==> src/rtl/data_upload_pkg.sv <==
// Shared definitions for the ioctl upload path: UIO command codes and fetch FSM encoding.
// The command codes are common with the download receiver.
package data_upload_pkg;

    localparam logic [7:0] UIO_CMD_FILE_TX     = 8'h53;
    localparam logic [7:0] UIO_CMD_FILE_TX_DAT = 8'h54;
    localparam logic [7:0] UIO_CMD_FILE_INDEX  = 8'h55;
    localparam logic [7:0] UIO_CMD_FILE_RX     = 8'h56;
    localparam logic [7:0] UIO_CMD_FILE_RX_DAT = 8'h57;

    // Wide enough to hold RD_LAT-1 for RD_LAT up to 32.
    localparam int LAT_W = 5;

    typedef enum logic {
        FETCH_IDLE = 1'b0,
        FETCH_WAIT = 1'b1
    } fetch_state_e;

endpackage

==> src/rtl/spi_edge_sync.sv <==
// Two-flop synchronisers for the SPI pins plus sck edge detection, all in the local clock.
// ss resets to the deselected level so nothing is decoded until the pin is really sampled.
module spi_edge_sync (
    input  logic clk,
    input  logic rst,
    input  logic sck,
    input  logic ss,
    input  logic sdi,
    output logic sck_rise,
    output logic sck_fall,
    output logic ss_s,
    output logic sdi_s
);

    logic [1:0] sck_q, sck_d;
    logic [1:0] ss_q, ss_d;
    logic [1:0] sdi_q, sdi_d;

    always_comb begin
        sck_d = {sck_q[0], sck};
        ss_d  = {ss_q[0], ss};
        sdi_d = {sdi_q[0], sdi};
    end

    always_ff @(posedge clk) begin
        if (rst) begin
            sck_q <= 2'b00;
            ss_q  <= 2'b11;
            sdi_q <= 2'b00;
        end else begin
            sck_q <= sck_d;
            ss_q  <= ss_d;
            sdi_q <= sdi_d;
        end
    end

    assign sck_rise = sck_q[0] & ~sck_q[1];
    assign sck_fall = ~sck_q[0] & sck_q[1];
    assign ss_s     = ss_q[1];
    assign sdi_s    = sdi_q[1];

endmodule

==> src/rtl/data_upload.sv <==
// SPI mode-0 slave that streams a memory region back to the io controller.
// Bytes are prefetched through a fixed-latency ioctl read port and shifted out MSB first.
module data_upload
    import data_upload_pkg::*;
#(
    parameter int         aw              = 22,
    parameter int         RD_LAT          = 2,
    parameter logic [7:0] UIO_FILE_RX     = UIO_CMD_FILE_RX,
    parameter logic [7:0] UIO_FILE_RX_DAT = UIO_CMD_FILE_RX_DAT
) (
    input  logic          clk_sdram,
    input  logic          rst,
    input  logic          sck,
    input  logic          ss,
    input  logic          sdi,
    output logic          sdo,
    output logic          sdo_en,
    output logic          uploading,
    output logic [aw-1:0] ioctl_addr,
    output logic          ioctl_rd,
    input  logic [7:0]    ioctl_din,
    output logic          underrun
);

    localparam logic [LAT_W-1:0] LAT_INIT = LAT_W'(RD_LAT - 1);

    logic sck_rise, sck_fall, ss_s, sdi_s;

    spi_edge_sync u_sync (
        .clk      (clk_sdram),
        .rst      (rst),
        .sck      (sck),
        .ss       (ss),
        .sdi      (sdi),
        .sck_rise (sck_rise),
        .sck_fall (sck_fall),
        .ss_s     (ss_s),
        .sdi_s    (sdi_s)
    );

    logic [3:0]       cnt_q, cnt_d;
    logic [6:0]       rx_q, rx_d;
    logic [7:0]       cmd_q, cmd_d;
    logic             uploading_q, uploading_d;
    logic [aw-1:0]    addr_q, addr_d;
    logic             rd_q, rd_d;
    logic             underrun_q, underrun_d;
    logic [7:0]       buf_q, buf_d;
    logic             buf_valid_q, buf_valid_d;
    logic [7:0]       tx_q, tx_d;
    logic             bnd_q, bnd_d;
    fetch_state_e     state_q, state_d;
    logic [LAT_W-1:0] lat_q, lat_d;

    logic       active;
    logic       fetch_start, fetch_abort, fetch_done;
    logic       buf_valid_eff;
    logic [7:0] buf_eff;

    always_comb begin
        cnt_d       = cnt_q;
        rx_d        = rx_q;
        cmd_d       = cmd_q;
        uploading_d = uploading_q;
        addr_d      = addr_q;
        underrun_d  = underrun_q;
        buf_d       = buf_q;
        buf_valid_d = buf_valid_q;
        tx_d        = tx_q;
        bnd_d       = bnd_q;
        fetch_start = 1'b0;
        fetch_abort = 1'b0;

        active = ~ss_s & (cmd_q == UIO_FILE_RX_DAT) & uploading_q;

        // A restart in the same cycle supersedes the completing fetch.
        fetch_done    = (state_q == FETCH_WAIT) && (lat_q == '0) && !rd_q;
        buf_valid_eff = buf_valid_q | fetch_done;
        buf_eff       = fetch_done ? ioctl_din : buf_q;
        if (fetch_done) begin
            buf_d       = ioctl_din;
            buf_valid_d = 1'b1;
        end

        if (ss_s) begin
            cnt_d = 4'd0;
            bnd_d = 1'b0;
        end else if (sck_rise) begin
            rx_d  = {rx_q[5:0], sdi_s};
            cnt_d = (cnt_q == 4'd15) ? 4'd8 : cnt_q + 4'd1;
            bnd_d = (cnt_q == 4'd7) || (cnt_q == 4'd15);
            if (cnt_q == 4'd7) begin
                cmd_d = {rx_q, sdi_s};
            end
            if ((cnt_q == 4'd15) && (cmd_q == UIO_FILE_RX)) begin
                if (sdi_s) begin
                    uploading_d = 1'b1;
                    addr_d      = '0;
                    underrun_d  = 1'b0;
                    buf_valid_d = 1'b0;
                    fetch_start = 1'b1;
                end else begin
                    uploading_d = 1'b0;
                    fetch_abort = 1'b1;
                end
            end
        end else if (sck_fall) begin
            bnd_d = 1'b0;
            if (active) begin
                if (bnd_q) begin
                    // buf holds the byte at addr_q; consume it and prefetch the next one.
                    tx_d        = buf_valid_eff ? buf_eff : 8'hFF;
                    underrun_d  = underrun_q | ~buf_valid_eff;
                    buf_valid_d = 1'b0;
                    addr_d      = addr_q + aw'(1);
                    fetch_start = 1'b1;
                end else begin
                    tx_d = {tx_q[6:0], 1'b0};
                end
            end
        end

        rd_d = fetch_start;
    end

    // Fetch FSM: the registered read strobe launches the latency countdown.
    always_comb begin
        state_d = state_q;
        lat_d   = lat_q;
        if (fetch_abort) begin
            state_d = FETCH_IDLE;
        end else if (rd_q) begin
            state_d = FETCH_WAIT;
            lat_d   = LAT_INIT;
        end else if (state_q == FETCH_WAIT) begin
            if (lat_q == '0) begin
                state_d = FETCH_IDLE;
            end else begin
                lat_d = lat_q - LAT_W'(1);
            end
        end
    end

    always_ff @(posedge clk_sdram) begin
        if (rst) begin
            cnt_q       <= 4'd0;
            rx_q        <= 7'd0;
            cmd_q       <= 8'd0;
            uploading_q <= 1'b0;
            addr_q      <= '0;
            rd_q        <= 1'b0;
            underrun_q  <= 1'b0;
            buf_q       <= 8'd0;
            buf_valid_q <= 1'b0;
            tx_q        <= 8'd0;
            bnd_q       <= 1'b0;
            state_q     <= FETCH_IDLE;
            lat_q       <= '0;
        end else begin
            cnt_q       <= cnt_d;
            rx_q        <= rx_d;
            cmd_q       <= cmd_d;
            uploading_q <= uploading_d;
            addr_q      <= addr_d;
            rd_q        <= rd_d;
            underrun_q  <= underrun_d;
            buf_q       <= buf_d;
            buf_valid_q <= buf_valid_d;
            tx_q        <= tx_d;
            bnd_q       <= bnd_d;
            state_q     <= state_d;
            lat_q       <= lat_d;
        end
    end

    assign sdo        = active ? tx_q[7] : 1'b1;
    assign sdo_en     = active;
    assign uploading  = uploading_q;
    assign ioctl_addr = addr_q;
    assign ioctl_rd   = rd_q;
    assign underrun   = underrun_q;

endmodule

==> config.mk <==
export PLATFORM = sky130hd
export DESIGN_NAME = data_upload
export DESIGN_NICKNAME = d
export VERILOG_FILES = /design/src/rtl/data_upload_pkg.sv /design/src/rtl/spi_edge_sync.sv /design/src/rtl/data_upload.sv
export SDC_FILE = /design/constraint.sdc
export NUM_CORES = 1
export LEC_CHECK = 0
export ABC_AREA = 1
export ABC_CLOCK_PERIOD_IN_PS = 2980
export BUFFER_PORTS_ARGS = -buffer_cell sky130_fd_sc_hd__buf_2
export CAP_MARGIN = 20
export CORE_AREA = 8 8 86 88
export CTS_CLUSTER_SIZE = 30
export DETAILED_ROUTE_END_ITERATION = 6
export DIE_AREA = 0 0 94 96
export PLACE_DENSITY = 0.8
export SLEW_MARGIN = 20
export SYNTH_ARGS = -nofsm -noshare
export SYNTH_HDL_FRONTEND = slang
export SYNTH_SLANG_ARGS = --single-unit
==> constraint.sdc <==
create_clock -name clk_sdram -period 2.98 [get_ports clk_sdram]
set_clock_uncertainty 0.2 [all_clocks]
set_input_delay 0.596 -clock clk_sdram [delete_from_list [all_inputs] [get_ports clk_sdram]]
set_output_delay 0.596 -clock clk_sdram [all_outputs]
set_load 0.1 [all_outputs]
# --- After elaboration in Yosys (flattened, before gate mapping) ---
# Cells that the tools add are included.
totals:
  regBits: 74
  inputBits: 13
  output_inout_bits: 27
  elab_cells: 99
classes:
  n_addsub: 3
  eq_ne: 7
  n_mux: 43
  bitwise: 12
  reduce_logical: 18
ops:
  columns: ["op", "count"]
  rows:
  - ["22-bit two-way mux", 6]
  - ["1-bit two-way mux", 30]
  - ["8-bit two-way mux", 3]
  - ["22-bit by 1-bit adder with 22-bit output (second input constant)", 1]
  - ["8-bit by 7-bit equality test with 1-bit output (second input constant)", 2]
  - ["5-bit two-way mux", 3]
  - ["3-bit AND reduction", 3]
  - ["2-bit nonzero test", 4]
  - ["1-bit inverter", 6]
  - ["6-bit AND reduction", 1]
  - ["5-bit logical NOT", 1]
  - ["5-bit by 1-bit subtractor with 5-bit output (second input constant)", 1]
  - ["4-bit by 1-bit adder with 4-bit output (second input constant)", 1]
  - ["1-bit AND", 4]
  - ["4-bit by 3-bit equality test with 1-bit output (second input constant)", 1]
  - ["4-bit equality test (second input constant)", 1]
  - ["4-bit two-way mux", 1]
  - ["2-bit by 1-bit inequality test with 1-bit output (second input constant)", 2]
  - ["4-bit AND reduction", 1]
  - ["2-bit OR reduction", 2]
  - ["1-bit logical AND", 3]
  - ["2-bit inequality test (second input constant)", 1]
  - ["1-bit OR", 2]
  - ["2-bit AND reduction", 1]
  - ["other kinds (2)", 2]

# --- Longest topological paths before layout ---
depth:
  depth_word: 10
  ltp_mapped: 12
  mapped_depth_nobuf: 11

# --- Cells and area by module ---
# A second synthesis with hierarchy kept.
hier_totals:
  hier_cells: 534
  area_unflattened_um2: 3647.2
by_module_without_submodules:
  columns: ["mod", "instances", "cells_per_inst", "area_each_um2", "seq_area_each_um2"]
  rows:
  - ["data_upload", 1, 512, 3467.1, 1361.3]
  - ["spi_edge_sync", 1, 22, 180.2, 120.1]

# --- Worst setup path after synthesis ---
# No wires, ideal clock.
synth_timing:
  path_type: "register -> output"
  startpoint: "register uploading_q, in the netlist uploading"
  endpoint: "output sdo_en"
  arrival_time_ps: 1971
  t_required_ps: 2184
  slack_ps: 213
  path_stages_with_launch: 5
  n_path_buf: 0
  path_cell_list: "dfxtp_1 -> nand2_1 -> nor2_2 -> nand3_2 -> inv_1"
synth_between:
  elab_chain_len: 1
synth_lines:
  columns: ["item", "line", "source"]
  rows:
  - ["start, declared", "data_upload.sv:44", "logic uploading_q, uploading_d;"]
  - ["start signal, assigned", "data_upload.sv:163", "uploading_q <= uploading_d;"]
  - ["1-bit AND", "data_upload.sv:74", "active = ~ss_s & (cmd_q == UIO_FILE_RX_DAT) & uploading_q;"]
  - ["end, declared", "data_upload.sv:17", "output logic sdo_en,"]
# Every way passes these cells.

# --- Worst setup path after layout ---
layout_timing:
  startpoint: "register u_sync.sck_q[1]"
  endpoint: "register addr_q[14], in the netlist ioctl_addr[14]"
layout_between:
  elab_chain_len: 4
layout_lines:
  columns: ["item", "line", "source"]
  rows:
  - ["start, declared", "spi_edge_sync.sv:15", "logic [1:0] sck_q, sck_d;"]
  - ["start signal, assigned", "spi_edge_sync.sv:31", "sck_q <= sck_d;"]
  - ["1-bit inverter (*)", "spi_edge_sync.sv:37", "assign sck_rise = sck_q[0] & ~sck_q[1];"]
  - ["1-bit AND (*)", "spi_edge_sync.sv:37", null]
  - ["named net sck_rise", "data_upload.sv:27", "logic sck_rise, sck_fall, ss_s, sdi_s;"]
  - ["2-bit by 1-bit inequality test with 1-bit output (no source line) / 2-bit nonzero test (equally long branches)", null, null]
  - ["6-bit AND reduction (no source line)", null, null]
  - ["end signal, assigned", "data_upload.sv:164", "addr_q <= addr_d;"]
  - ["end, declared", "data_upload.sv:45", "logic [aw-1:0] addr_q, addr_d;"]
# The timed path passes the listed nets; every way through them passes the cells marked *.
# A chain may end at the register's enable or synchronous reset.

==> impl_metrics.csv <==
group,metric,value,unit
run_status,outcome,"finished, final reports clean",
run,maxCapViolations,0,
synth,syn-instance-count,504,
timing,rsz0062_at_grt,"no",
global_route,antenna_found_initial,0,
cts,cts_buffer_depth,2,
cts,postCtsHoldBufs,0,
min_path,hp-class,"reg -> reg",
pwr,power.leakage,0.001735,uW
layout,drive_gt1_frac,0.1517,
routing,drc,0,
worst_setup_path,crit_chain,"inv_1, ha_1, inv_2, nor2_8, inv_2, a21oi_4, nand2_2, inv_2, nand2_1, nand2_1, nor2_1",
worst_setup_path,worst-path-buf-inv,4,
die,die_h,96,um
die,rows,29,
placement,gp_congestion,0.9023,
layout,final_cells,624,
synth,ys_types,32,
cts,cts_tree,"yes",
synth,synth-simple-area-share,0.3162,
synth,yosys-mux-area-fraction,0,
routing,drtIter0Drc,147,
cts,clk_pin_slew,0.08,ns
routing,wl_per_cell,12.42,um
worst_setup_path,cp.required,3.03,ns
synth,synth_top_family_by_area,"simple AND/OR/NAND/NOR gates",
routing,ant_nets,0,
pwr,p_total,1930,uW
worst_setup_path,cp_slowest_stage_delay,0.47,ns
layout,num_antenna_cells,0,
worst_setup_path,crit_type,"reg -> reg",
worst_setup_path,path_common_cell,"inv_2",
layout,design_area,0.003961,sq mm
routing,wirelength,7.751,mm
synth,yosysWarnings,0,
timing,setup_viol,0,
synth,synth.area.top_cells,"dfxtp_1 42%, nand2_1 11%, nor2_1 9.2%, inv_1 6.1%, o21ai_0 4.6%",
layout,nFillCells,549,
layout,nets,561,
cts,clock_sinks,74,
cts,clockRootBuffer,"clkbuf_8",
synth,synth_seq_cells,74,
global_route,first_global_vias,3027,
timing,final_hold_viol_count,0,
pwr,powerDensity,487.2,mW/mm^2
worst_setup_path,endpoint_kind,"flip-flop",
die,initial_core_util,0.5757,
synth,synth_largest_type_area_fraction,0.4221,
die,die_w,94,um
timing,fin_crit_sh,0.8838,
timing,tightest_slew,0.6610,ns
placement,dpl.cell_count,608,
synth,yosysTopAreaCell,"dfxtp_1",
global_route,grt_pass1_wl,13.46,mm
die,io_pins,40,
layout,multi_input_area,0.001712,sq mm
worst_setup_path,crit_arrival,2.68,ns
worst_setup_path,cp_max_fo,17,
worst_setup_path,crit_family,"simple AND/OR/NAND/NOR gates",
layout,syn_to_final_growth,12.87,%
timing,clock.fmax,379.7,MHz
synth,synthAdderAreaFrac,0.02139,
cts,cts_setup_buffers,0,
synth,synth_enable_flop_cells,0,
timing,min_period,2.634,ns
timing,slew_violations,0,
synth,synth_compound_area_frac,0.1301,
routing,dr.pass1.iters,4,
synth,synth.top_cells.by_count,"107 x nand2_1, 86 x nor2_1, 74 x dfxtp_1, 57 x inv_1, 32 x o21ai_0",
global_route,grt.overflow.total,0,
synth,synth_xor_area_frac,0.01996,
timing,max_slew_margin,0.5588,
synth,yosysSeqAreaShare,0.4221,
routing,num_vias,3249,
placement,hpwl,5.590,mm
placement,port_buffers,39,
layout,fin_util,0.6498,
synth,dominantRegCellSynth,"dfxtp_1",
synth,synthesis.nets,523,
die,coreArea,0.006096,sq mm
cts,h-tree-depth,3,
layout,seq_area,0.001481,sq mm
worst_setup_path,worst_path_max_delay_cell,"ha_1",
synth,syn-cell-area,0.003510,sq mm
synth,synth.most_common_cell,"nand2_1",
routing,via_per_inst,5.207,
timing,fin_setup_tns,0,ns
synth,avgSynthCellArea,6.964,sq um
cts,clkLatencyLatePin,0.36,ns
pwr,ir_drop,0.0003681,V
placement,post_dp_cell_area,0.003736,sq mm
global_route,grt_usage,0.1865,
worst_setup_path,critPathLaunchType,"flip-flop",
global_route,grt_start_max_net_pins,27,
cts,cts_buffers,9,
cts,cts-resized-gates,0,
die,die_area,0.009024,sq mm
synth,async_flop_share,0,
[metrics by stage]
step	setup WS, ns	hold slack (ns)
2_1_floorplan	0.2133	0.1883
3_3_place_gp	0.5271	0.1921
3_5_place_dp	0.4236	0.1932
4_1_cts	0.3584	0.2105
5_1_grt	0.1122	0.2085
6_report	0.3462	0.2071
[sequential cells by signal, summed over array words and instances, names as in the netlist]
name,flops
ioctl_addr,22
underrun,1
buf_valid_q,1
tx_q,8
u_sync.ss_q,2
ioctl_rd,1
cnt_q,4
u_sync.sck_q,2
u_sync.sdi_q,2
rx_q,7
lat_q,5
buf_q,8
cmd_q,8
state_q,1
bnd_q,1
uploading,1
[path summary, 6_finish.rpt]
kind	from	end	slack [ns]	cells after the start
setup / recovery	u_sync.sck_q[1]$_SDFF_PP0_	ioctl_addr[14]$_SDFFE_PP0P_	0.35	11
hold reg to reg	u_sync.sdi_q[0]$_SDFF_PP0_	u_sync.sdi_q[1]$_SDFF_PP0_	0.21	2
setup reg to reg	u_sync.sck_q[1]$_SDFF_PP0_	ioctl_addr[14]$_SDFFE_PP0P_	0.35	11
hold / removal	u_sync.sdi_q[0]$_SDFF_PP0_	u_sync.sdi_q[1]$_SDFF_PP0_	0.21	2
[cell families (layout without fill, tap and decap cells)]
family          count (synthesis)  in the layout
simple gates                  254            254
compound gates                 84             84
buf+inv                        78            121
flops                          74             74
xor+xnor                        8              8
fa+ha+maj                       6              6
[placed cells by master (no fill, tap or decap), types with 2 or more instances in the layout]
master        n
inv_6         2
o21ai_1      12
buf_2        39
nand2_2       3
clkinvlp_4    2
nor2_1       86
nand4_1      11
xor2_1        8
o21bai_1      6
o21ai_0      32
or2_2         3
clkbuf_8      9
inv_1        57
bufinv_16     2
nor2_2        5
ha_1          6
nand2_1     107
nand3_1      24
nor3_1        9
a21oi_1      29
nand4_2       2
inv_2         8
dfxtp_1      74
[per-layer routing]
metal | part of all wire | vias to the layer above | GRT usage
met2 | 0.47 | 86 | 0.3040
met4 | 0.016 | 0 | 0.08851
li1 | - | 1680 | -
met3 | 0.055 | 13 | 0.04758
met1 | 0.46 | 1470 | 0.2260
met5 | 0 | - | 0
[where the power goes]
group	internal [uW]	switching, uW	leakage [uW]
combinational	16.5	35.2	0.00103
sequential	994	4.18	0.000597
clock	478	402	0.000106
[layout make-up]
class | count | share of cell area
timing repair buffer | 40 | 0.05117
inverter | 65 | 0.06159
multi-input combinational | 352 | 0.4321
tap | 77 | 0.02432
sequential | 74 | 0.3740
clock inverter | 7 | 0.02558
clock buffer | 9 | 0.03127
[worst reg2reg max path, cell delays in order, from the launching register on]
cell	delay [ns]
dfxtp_1	0.32
inv_1	0.05
ha_1	0.47
inv_2	0.22
nor2_8	0.17
inv_2	0.13
a21oi_4	0.44
nand2_2	0.22
inv_2	0.11
nand2_1	0.06
nand2_1	0.08
nor2_1	0.06
Power figures use the tool's default switching activity.
